[src/rtl/key_beep_pkg.sv]
`default_nettype none
// ============================================================================
//  Module   : key_beep_pkg
//  Purpose  : Shared FSM state encoding, beep-count constants and the helper
//             that turns a granted request into its beeps_left start value.
//  Config   : KEY_BEEP_LONG_PRESS_EN (long-press 3-beep pattern, see top)
//  Revision : 1.0  initial release
// ============================================================================
package key_beep_pkg;

    // Scheduler FSM states, fixed 2-bit encoding.
    typedef logic [1:0] state_t;
    localparam state_t ST_IDLE = 2'd0;
    localparam state_t ST_ON   = 2'd1;
    localparam state_t ST_OFF  = 2'd2;

    // Number of beeps per request type.
    localparam int NB_KEY0 = 1;
    localparam int NB_KEY1 = 2;
    localparam int NB_LONG = 3;

    // beeps_left is loaded with N-1 because the first burst starts immediately.
    function automatic logic [1:0] beeps_left_init(input logic is_key1,
                                                   input logic is_long);
        logic [1:0] n;
        if (is_long) begin
            n = 2'(NB_LONG - 1);
        end else if (is_key1) begin
            n = 2'(NB_KEY1 - 1);
        end else begin
            n = 2'(NB_KEY0 - 1);
        end
        return n;
    endfunction

endpackage
`default_nettype wire

[src/rtl/key_press_det.sv]
`default_nettype none
// ============================================================================
//  Module   : key_press_det
//  Purpose  : Per-key falling-edge detector on a debounced active-low level.
//             With KEY_BEEP_LONG_PRESS_EN it also measures hold time and
//             raises a sticky long flag plus one extra request per hold.
//  Config   : KEY_BEEP_LONG_PRESS_EN
//  Revision : 1.0  initial release
// ============================================================================
module key_press_det
`ifdef KEY_BEEP_LONG_PRESS_EN
#(
    parameter int LONG_CYC = 50000000
)
`endif
(
    input  logic sys_clk,
    input  logic sys_rst_n,
    input  logic i_key_filter,
`ifdef KEY_BEEP_LONG_PRESS_EN
    input  logic i_long_clr,
    output logic o_long_q,
`endif
    output logic o_press
);

    logic r_key_d;
    logic w_edge;

    // Delayed key level; reset to released so reset release never looks like a press.
    always_ff @(posedge sys_clk) begin
        if (!sys_rst_n) begin
            r_key_d <= 1'b1;
        end else begin
            r_key_d <= i_key_filter;
        end
    end

    assign w_edge = r_key_d & ~i_key_filter;

`ifdef KEY_BEEP_LONG_PRESS_EN
    localparam int c_HOLD_W = $clog2(LONG_CYC + 1);
    localparam logic [c_HOLD_W-1:0] c_HOLD_MAX = c_HOLD_W'(LONG_CYC);
    localparam logic [c_HOLD_W-1:0] c_HOLD_HIT = c_HOLD_W'(LONG_CYC - 1);

    logic [c_HOLD_W-1:0] r_hold_cnt;
    logic                r_long_q;
    logic                w_long_hit;

    // Hold counter: counts while pressed, parks at LONG_CYC so the hit fires once per hold.
    always_ff @(posedge sys_clk) begin
        if (!sys_rst_n) begin
            r_hold_cnt <= '0;
        end else if (i_key_filter) begin
            r_hold_cnt <= '0;
        end else if (r_hold_cnt != c_HOLD_MAX) begin
            r_hold_cnt <= r_hold_cnt + 1'b1;
        end
    end

    assign w_long_hit = ~i_key_filter && (r_hold_cnt == c_HOLD_HIT);

    // Long flag: set by the hold hit, consumed when the scheduler grants this key.
    always_ff @(posedge sys_clk) begin
        if (!sys_rst_n) begin
            r_long_q <= 1'b0;
        end else if (w_long_hit) begin
            r_long_q <= 1'b1;
        end else if (i_long_clr) begin
            r_long_q <= 1'b0;
        end
    end

    assign o_long_q = r_long_q;
    assign o_press  = w_edge | w_long_hit;
`else
    assign o_press  = w_edge;
`endif

endmodule
`default_nettype wire

[src/rtl/key_beep_sched.sv]
`default_nettype none
// ============================================================================
//  Module   : key_beep_sched
//  Purpose  : Shares one buzzer between two debounced active-low keys.
//             key0 press -> 1 beep, key1 press -> 2 beeps. One-deep request
//             queue per key, round-robin arbitration on contention, each
//             burst is ON_CYC clocks of tone followed by OFF_CYC of silence.
//  Config   : KEY_BEEP_LONG_PRESS_EN adds a LONG_CYC hold that queues a
//             3-beep pattern once per hold.
//  Revision : 1.0  initial release
// ============================================================================
module key_beep_sched
    import key_beep_pkg::*;
#(
    parameter int HALF_PER = 25000,
    parameter int ON_CYC   = 5000000,
    parameter int OFF_CYC  = 5000000
`ifdef KEY_BEEP_LONG_PRESS_EN
    ,
    parameter int LONG_CYC = 50000000
`endif
) (
    input  logic       sys_clk,
    input  logic       sys_rst_n,
    input  logic [1:0] key_filter,
    output logic       beep,
    output logic       busy,
    output logic [1:0] grant,
    output logic [1:0] pend
);

    localparam int c_CYC_MAX = (ON_CYC > OFF_CYC) ? ON_CYC : OFF_CYC;
    localparam int c_CYC_W   = $clog2(c_CYC_MAX + 1);
    localparam int c_TONE_W  = $clog2(HALF_PER + 1);

    localparam logic [c_CYC_W-1:0]  c_ON_LOAD   = c_CYC_W'(ON_CYC - 1);
    localparam logic [c_CYC_W-1:0]  c_OFF_LOAD  = c_CYC_W'(OFF_CYC - 1);
    localparam logic [c_TONE_W-1:0] c_TONE_LOAD = c_TONE_W'(HALF_PER - 1);

    state_t              r_state;
    logic [1:0]          r_grant;
    logic [1:0]          r_pend;
    logic                r_rr;
    logic                r_beep;
    logic [1:0]          r_beeps_left;
    logic [c_CYC_W-1:0]  r_cyc_cnt;
    logic [c_TONE_W-1:0] r_tone_cnt;

    logic [1:0]          w_press;
    logic [1:0]          w_long_q;
    logic [1:0]          w_grant_sel;

    // Per-key press detection (and optional hold measurement).
    for (genvar k = 0; k < 2; k++) begin : g_key
`ifdef KEY_BEEP_LONG_PRESS_EN
        key_press_det #(
            .LONG_CYC     (LONG_CYC)
        ) u_det (
            .sys_clk      (sys_clk),
            .sys_rst_n    (sys_rst_n),
            .i_key_filter (key_filter[k]),
            .i_long_clr   (w_grant_sel[k]),
            .o_long_q     (w_long_q[k]),
            .o_press      (w_press[k])
        );
`else
        key_press_det u_det (
            .sys_clk      (sys_clk),
            .sys_rst_n    (sys_rst_n),
            .i_key_filter (key_filter[k]),
            .o_press      (w_press[k])
        );
        assign w_long_q[k] = 1'b0;
`endif
    end

    // Arbiter: only decides in IDLE; on contention the key that did not win last time goes.
    always_comb begin
        w_grant_sel = 2'b00;
        if (r_state == ST_IDLE) begin
            if (r_pend == 2'b11) begin
                w_grant_sel = r_rr ? 2'b01 : 2'b10;
            end else begin
                w_grant_sel = r_pend;
            end
        end
    end

    // Request flags: a new press wins over the grant clear, so a re-press in service re-queues.
    always_ff @(posedge sys_clk) begin
        if (!sys_rst_n) begin
            r_pend <= 2'b00;
        end else begin
            r_pend <= w_press | (r_pend & ~w_grant_sel);
        end
    end

    // Burst sequencer and tone generator; both counters reload on every ON entry.
    always_ff @(posedge sys_clk) begin
        if (!sys_rst_n) begin
            r_state      <= ST_IDLE;
            r_grant      <= 2'b00;
            r_rr         <= 1'b0;
            r_beep       <= 1'b0;
            r_beeps_left <= 2'd0;
            r_cyc_cnt    <= '0;
            r_tone_cnt   <= '0;
        end else begin
            case (r_state)
                ST_IDLE: begin
                    if (w_grant_sel != 2'b00) begin
                        r_state      <= ST_ON;
                        r_grant      <= w_grant_sel;
                        if (r_pend == 2'b11) begin
                            r_rr <= w_grant_sel[1];
                        end
                        r_beeps_left <= beeps_left_init(w_grant_sel[1],
                                                        |(w_grant_sel & w_long_q));
                        r_cyc_cnt    <= c_ON_LOAD;
                        r_tone_cnt   <= c_TONE_LOAD;
                        r_beep       <= 1'b1;
                    end
                end
                ST_ON: begin
                    if (r_cyc_cnt == '0) begin
                        r_state   <= ST_OFF;
                        r_cyc_cnt <= c_OFF_LOAD;
                        r_beep    <= 1'b0;
                    end else begin
                        r_cyc_cnt <= r_cyc_cnt - 1'b1;
                        if (r_tone_cnt == '0) begin
                            r_beep     <= ~r_beep;
                            r_tone_cnt <= c_TONE_LOAD;
                        end else begin
                            r_tone_cnt <= r_tone_cnt - 1'b1;
                        end
                    end
                end
                ST_OFF: begin
                    if (r_cyc_cnt == '0) begin
                        if (r_beeps_left != 2'd0) begin
                            r_state      <= ST_ON;
                            r_beeps_left <= r_beeps_left - 2'd1;
                            r_cyc_cnt    <= c_ON_LOAD;
                            r_tone_cnt   <= c_TONE_LOAD;
                            r_beep       <= 1'b1;
                        end else begin
                            r_state <= ST_IDLE;
                            r_grant <= 2'b00;
                        end
                    end else begin
                        r_cyc_cnt <= r_cyc_cnt - 1'b1;
                    end
                end
                default: begin
                    r_state <= ST_IDLE;
                    r_grant <= 2'b00;
                    r_beep  <= 1'b0;
                end
            endcase
        end
    end

    assign beep  = r_beep;
    assign busy  = (r_state != ST_IDLE);
    assign grant = r_grant;
    assign pend  = r_pend;

endmodule
`default_nettype wire

[config.mk]
export PLATFORM = sky130hd
export DESIGN_NAME = key_beep_sched
export DESIGN_NICKNAME = d
export VERILOG_FILES = /design/src/rtl/key_beep_pkg.sv /design/src/rtl/key_press_det.sv /design/src/rtl/key_beep_sched.sv
export SDC_FILE = /design/constraint.sdc
export NUM_CORES = 1
export LEC_CHECK = 0
export ABC_CLOCK_PERIOD_IN_PS = 3410
export CAP_MARGIN = 20
export CORE_MARGIN = 3
export CORE_UTILIZATION = 66
export DETAILED_ROUTE_END_ITERATION = 10
export PLACE_DENSITY = 0.85
export RECOVER_POWER = 100
export SYNTH_ARGS = -nofsm -noshare
export SYNTH_HDL_FRONTEND = slang
export SYNTH_HIERARCHICAL = 1
export SYNTH_SLANG_ARGS = --single-unit
[constraint.sdc]
create_clock -name sys_clk -period 3.41 [get_ports sys_clk]
set_input_delay 1.023 -clock sys_clk [delete_from_list [all_inputs] [get_ports sys_clk]]
set_output_delay 1.023 -clock sys_clk [all_outputs]
set_load 0.05 [all_outputs]
# Word-level counts from Yosys, hierarchy flattened
# Cells that the tools add are included.
# word_totals
out_inout_bits	6
in_bits	4
register_bits	50
elab_cells	82
# op_classes
muxes	34
eq_ne	11
bitwise	9
reduce_logical	15
addsub	3
# op_table
operator	count
$mux 23	4
$mux 15	5
$pmux 23 s3	1
$pmux 15 s3	1
$mux 2	12
$logic_not 23->1	1
$sub 23x1->23 const B	1
$logic_not 15->1	1
$sub 15x1->15 const B	1
$pmux 2 s3	2
$reduce_and 4->1	3
$ne 2x2->1 const B	5
$reduce_and 3->1	3
$reduce_bool 2->1	4
$mux 1	7
$ne 3x3->1 const B	2
$reduce_and 5->1	1
$eq 2x2->1 const B	2
$not 1->1	4
$pmux 2 s2	1
$pmux 1 s3	1
$reduce_bool 3->1	1
$and 1x1->1	2
$and 2x2->2	1
6 further kinds	6

# Logic depth before layout (Yosys ltp)
# depth
ltp_word	6
ltp_mapped	10
mapped_depth_nobuf	7

# Cells and area by module
# The synthesis kept the hierarchy.
# modules_own_cells
module	instances	cells_per_inst	area_per_inst_um2	seq_area_each_um2
key_beep_sched	1	340	2845.2	960.9
key_press_det	2	3	32.5	20.0

# Worst setup path before layout
# No wires, ideal clock.
# synth_path
kind	reg2reg
startpoint	register r_state[0]
endpoint	register r_cyc_cnt[3]
period_less_slack_ns	2.204
stages_incl_launch_ff	11
t_arrival_ns	2.088
path_slack_ns	1.206
required_ns	3.294
path_cell_list	dfxtp_1 > inv_1 > ha_1 > buf_2 > or3b_2 > nand2b_1 > clkbuf_1 > a21o_1 > buf_4 > a21oi_1 > o211a_1
# synth_between
elab_chain_len	5
# synth_lines
item	line_no	source
from (decl)	key_beep_sched.sv:40	state_t r_state;
from (signal assigned)	key_beep_sched.sv:101	r_state <= ST_IDLE;
from (signal assigned)	key_beep_sched.sv:112	r_state <= ST_ON;
from (signal assigned)	key_beep_sched.sv:126	r_state <= ST_OFF;
$logic_not 2->1	key_beep_sched.sv:80, key_beep_sched.sv:109	
$mux 2	key_beep_sched.sv:80	if (r_state == ST_IDLE) begin
$reduce_bool 2->1	key_beep_sched.sv:111	if (w_grant_sel != 2'b00) begin
$ne 2x1->1 (no source line)	-	
$reduce_and 3->1 (no source line)	-	
to (signal assigned)	key_beep_sched.sv:119	r_cyc_cnt <= c_ON_LOAD;
to (signal assigned)	key_beep_sched.sv:127	r_cyc_cnt <= c_OFF_LOAD;
to (signal assigned)	key_beep_sched.sv:130	r_cyc_cnt <= r_cyc_cnt - 1'b1;
to (decl)	key_beep_sched.sv:46	logic [c_CYC_W-1:0] r_cyc_cnt;
# Parallel ways exist; a longest one is shown, timed or not.
# A chain may end at the register's enable or synchronous reset.

# Final worst setup path
# layout_path
startpoint	register r_state[1]
endpoint	output port busy
# layout_between
elab_chain_len	1
# layout_lines
item	line_no	source
$reduce_bool 2->1	key_beep_sched.sv:165	assign busy = (r_state != ST_IDLE);
to (decl)	key_beep_sched.sv:27	output logic busy,
# Every way passes these cells.

==> out/metrics.cfg <==
[outcome]
status=completed

[cells_and_area]
antenna_cells=0
area_growth_pct=6.36
final_area_um2=3100
fin_nets=362
drive_above_1_share_pct=6.84

[timing]
fin_setup_tns_ns=0
hold_ws_ns=0.453
max_freq_mhz=318
worst_pin_slew_ns=1.18
slew_headroom_pct=21.1
skew_ns=0.00620
final-hold-violation-count=0
maxSlewViolCount=0
period_minus_slack_ns=3.14
setup_viol=0
rsz0062_at_grt=no
finalCritPeriodShare_pct=92.2

[die]
die_y_um=72.4
placement_rows=23
die_w_um=72.4
initial_utilization_pct=70.7
ioPinCount=10
die_area_um2=5240
core_area_um2=4120

[pwr]
p_per_area_nw_per_um2=679
power_mw=2.10
pwr-share-clk_pct=19.2
ir_drop_mv=0.408
p_seq_share_pct=37.5
leakage_nw=1.12
swShare_pct=42.4
comb_power_share_pct=43.2
power.internal_mw=1.21
power.switching_uw=891

[clock_network]
hold_buffers=0
cts_buffers=5
cts-resized-gates=0
cts_htree_levels=2
clkSinkCount=50
cts-root-buf=clkbuf_8
cts_setup_buffers=0
worstSkewPairLatency_ns=0.31
cts_tree=yes
clk_pin_slew_ns=0.09
clk_path_buf_depth=2

[route]
drc=0
routed-wl-met2_um=3330
first_iter_violations=223
wl_per_cell_um=17.0
avgViaCountPerCell=6.77
firstDrtPassIters=5
final_antenna_net_count=0
top_layer=met4
drt-total-wl_um=6810
vias=2716
met1_length_um=3070
wl_met3_um=313

[setup_path]
start_kind=flip-flop
cp_max_fo=9
r2r_cells=5
crit_arrival_ns=2.12
cp-end-kind=output port
path_common_cell=inv_1
cpPeakStageDelay_ns=0.89
cp.required_ns=2.39
path_class=flip-flop to output port
crit_chain=inv_1 > ha_1 > inv_1 > dlygate4sd3_1
crit_path_top_delay_cell=dlygate4sd3_1

[yosys]
yosysMostFrequentCell=dfxtp_1
synth_area_leaders=dfxtp_1 (34%), nor3_1 (4.1%), ha_1 (3.4%)
syn_area_um2=2910
yosysSeqAreaShare_pct=34.4
syn_inst=346
yosys-top-cells-count=dfxtp_1 (50), nand2_1 (25), nor3_1 (24), inv_1 (22), nor2_1 (21)
synth_fp_nets=358
ys_ff_latch=50
avgSynthCellArea_um2=8.41
yosysUniqueCellTypes=61
async_reset_ff_share_pct=0
synth-edff-count=0
yosysWarningCount=6
yosys.area.top_type_share_pct=34.4
synthFlopType=dfxtp_1
synth_top_cell_by_area=dfxtp_1

[placement]
place_area_um2=3010
dp_hpwl_um=4680
io_buffer_count=9
gp_congestion=0.882

[grt]
antenna_found_initial=0
grt_max_degree=20
grt_usage_pct=28.0
grt-ovfl-total=0
grt_pass1_vias=2604
grt_pass1_wl_um=11900

[worst_hold_path]
hp-class=flip-flop to flip-flop
whs_path_depth=2

[flow_run]
maxCapViolCount=0

-- cell families (layout without fill, tap and decap cells) --
kind of cell	count (synthesis)	after routing	share of synthesized area (%)
simple gates	141	141	27.6
compound gates	101	101	26.3
flops	50	50	34.4
buf+inv	37	42	5.46
fa+ha+maj	8	8	3.44
xor+xnor	5	5	1.50
mux	4	4	1.38
-- power by group through the flow --
stage	logic [mW]	registers, mW	clock network (mW)
after detailed placement	0.910	0.800	0
after floorplan	0.715	0.804	0
after CTS	0.917	0.786	0.407
after global routing	1.02	0.807	0.424
final	0.909	0.789	0.404
after global placement	0.889	0.794	0
-- state kept, by name (all words and copies together), names as in the netlist --
register and cells:
r_rr 1, r_state 2, r_cyc_cnt 23, g_key.u_det/r_key_d 2
grant 2, r_beeps_left 2, pend 2, r_tone_cnt 15
beep 1
-- stage by stage --
step / std cells / setup slack [ns] / utilization [%]
6_report: 401 / 0.266 / 75.2
5_1_grt: 401 / 0.163 / 75.2
4_1_cts: 401 / 0.329 / 75.8
3_5_place_dp: 393 / 0.673 / 73.1
3_3_place_gp: 393 / 0.719 / 73.1
2_1_floorplan: 346 / 1.21 / -
-- cell usage in the layout (no fill, tap or decap), types with 3 or more instances in the layout --
master / n
dlygate4sd3_1: 7
inv_1: 22
a21oi_1: 20
xnor2_1: 4
a31oi_1: 4
dfxtp_1: 50
o21ai_0: 16
or2_2: 3
o31ai_1: 8
a211o_1: 5
a211oi_1: 8
o211a_1: 5
nand4b_1: 3
nor3_1: 24
nor2_1: 21
and4_1: 3
nor3b_1: 7
or3_1: 8
mux2i_1: 4
nand3_1: 11
nand2b_1: 7
nand4_1: 6
ha_1: 8
o31a_1: 6
clkbuf_8: 8
or4_1: 3
nand2_1: 25
o221a_1: 3
nor2b_1: 5
nor4_1: 6
-- layer usage --
metal	up-vias	GRT usage (%)
met2	78	46.7
met1	1298	36.3
met4	0	10.7
met3	15	4.71
li1	1325	-
met5	-	0
-- area by class of cell --
| class | count | area (um^2) |
|---|---|---|
| multi-input cells | 259 | 1730 |
| inverters | 22 | 82.6 |
| repair buffers | 12 | 109 |
| flip-flops and latches | 50 | 1000 |
| well taps | 50 | 62.6 |
| clock buffers | 8 | 110 |
| fillers | 324 | 1020 |
-- path summary, 6_finish.rpt --
check	from	to	slack (ns)
worst max register to register	r_cyc_cnt[16]	r_tone_cnt[11]	0.39
worst min-delay path	grant[0]	grant[0]	0.45
worst max-delay path	r_state[1]	busy	0.27
worst min register to register	grant[0]	grant[0]	0.45
-- critical path: cells and delay by family, from the launching register on --
family	cells	cell delay (ns)
buffers and inverters	3	1.13
adder cells (fa/ha/maj)	1	0.28
flip-flops	1	0.40
Note: power is estimated with default switching activity, not from simulation.
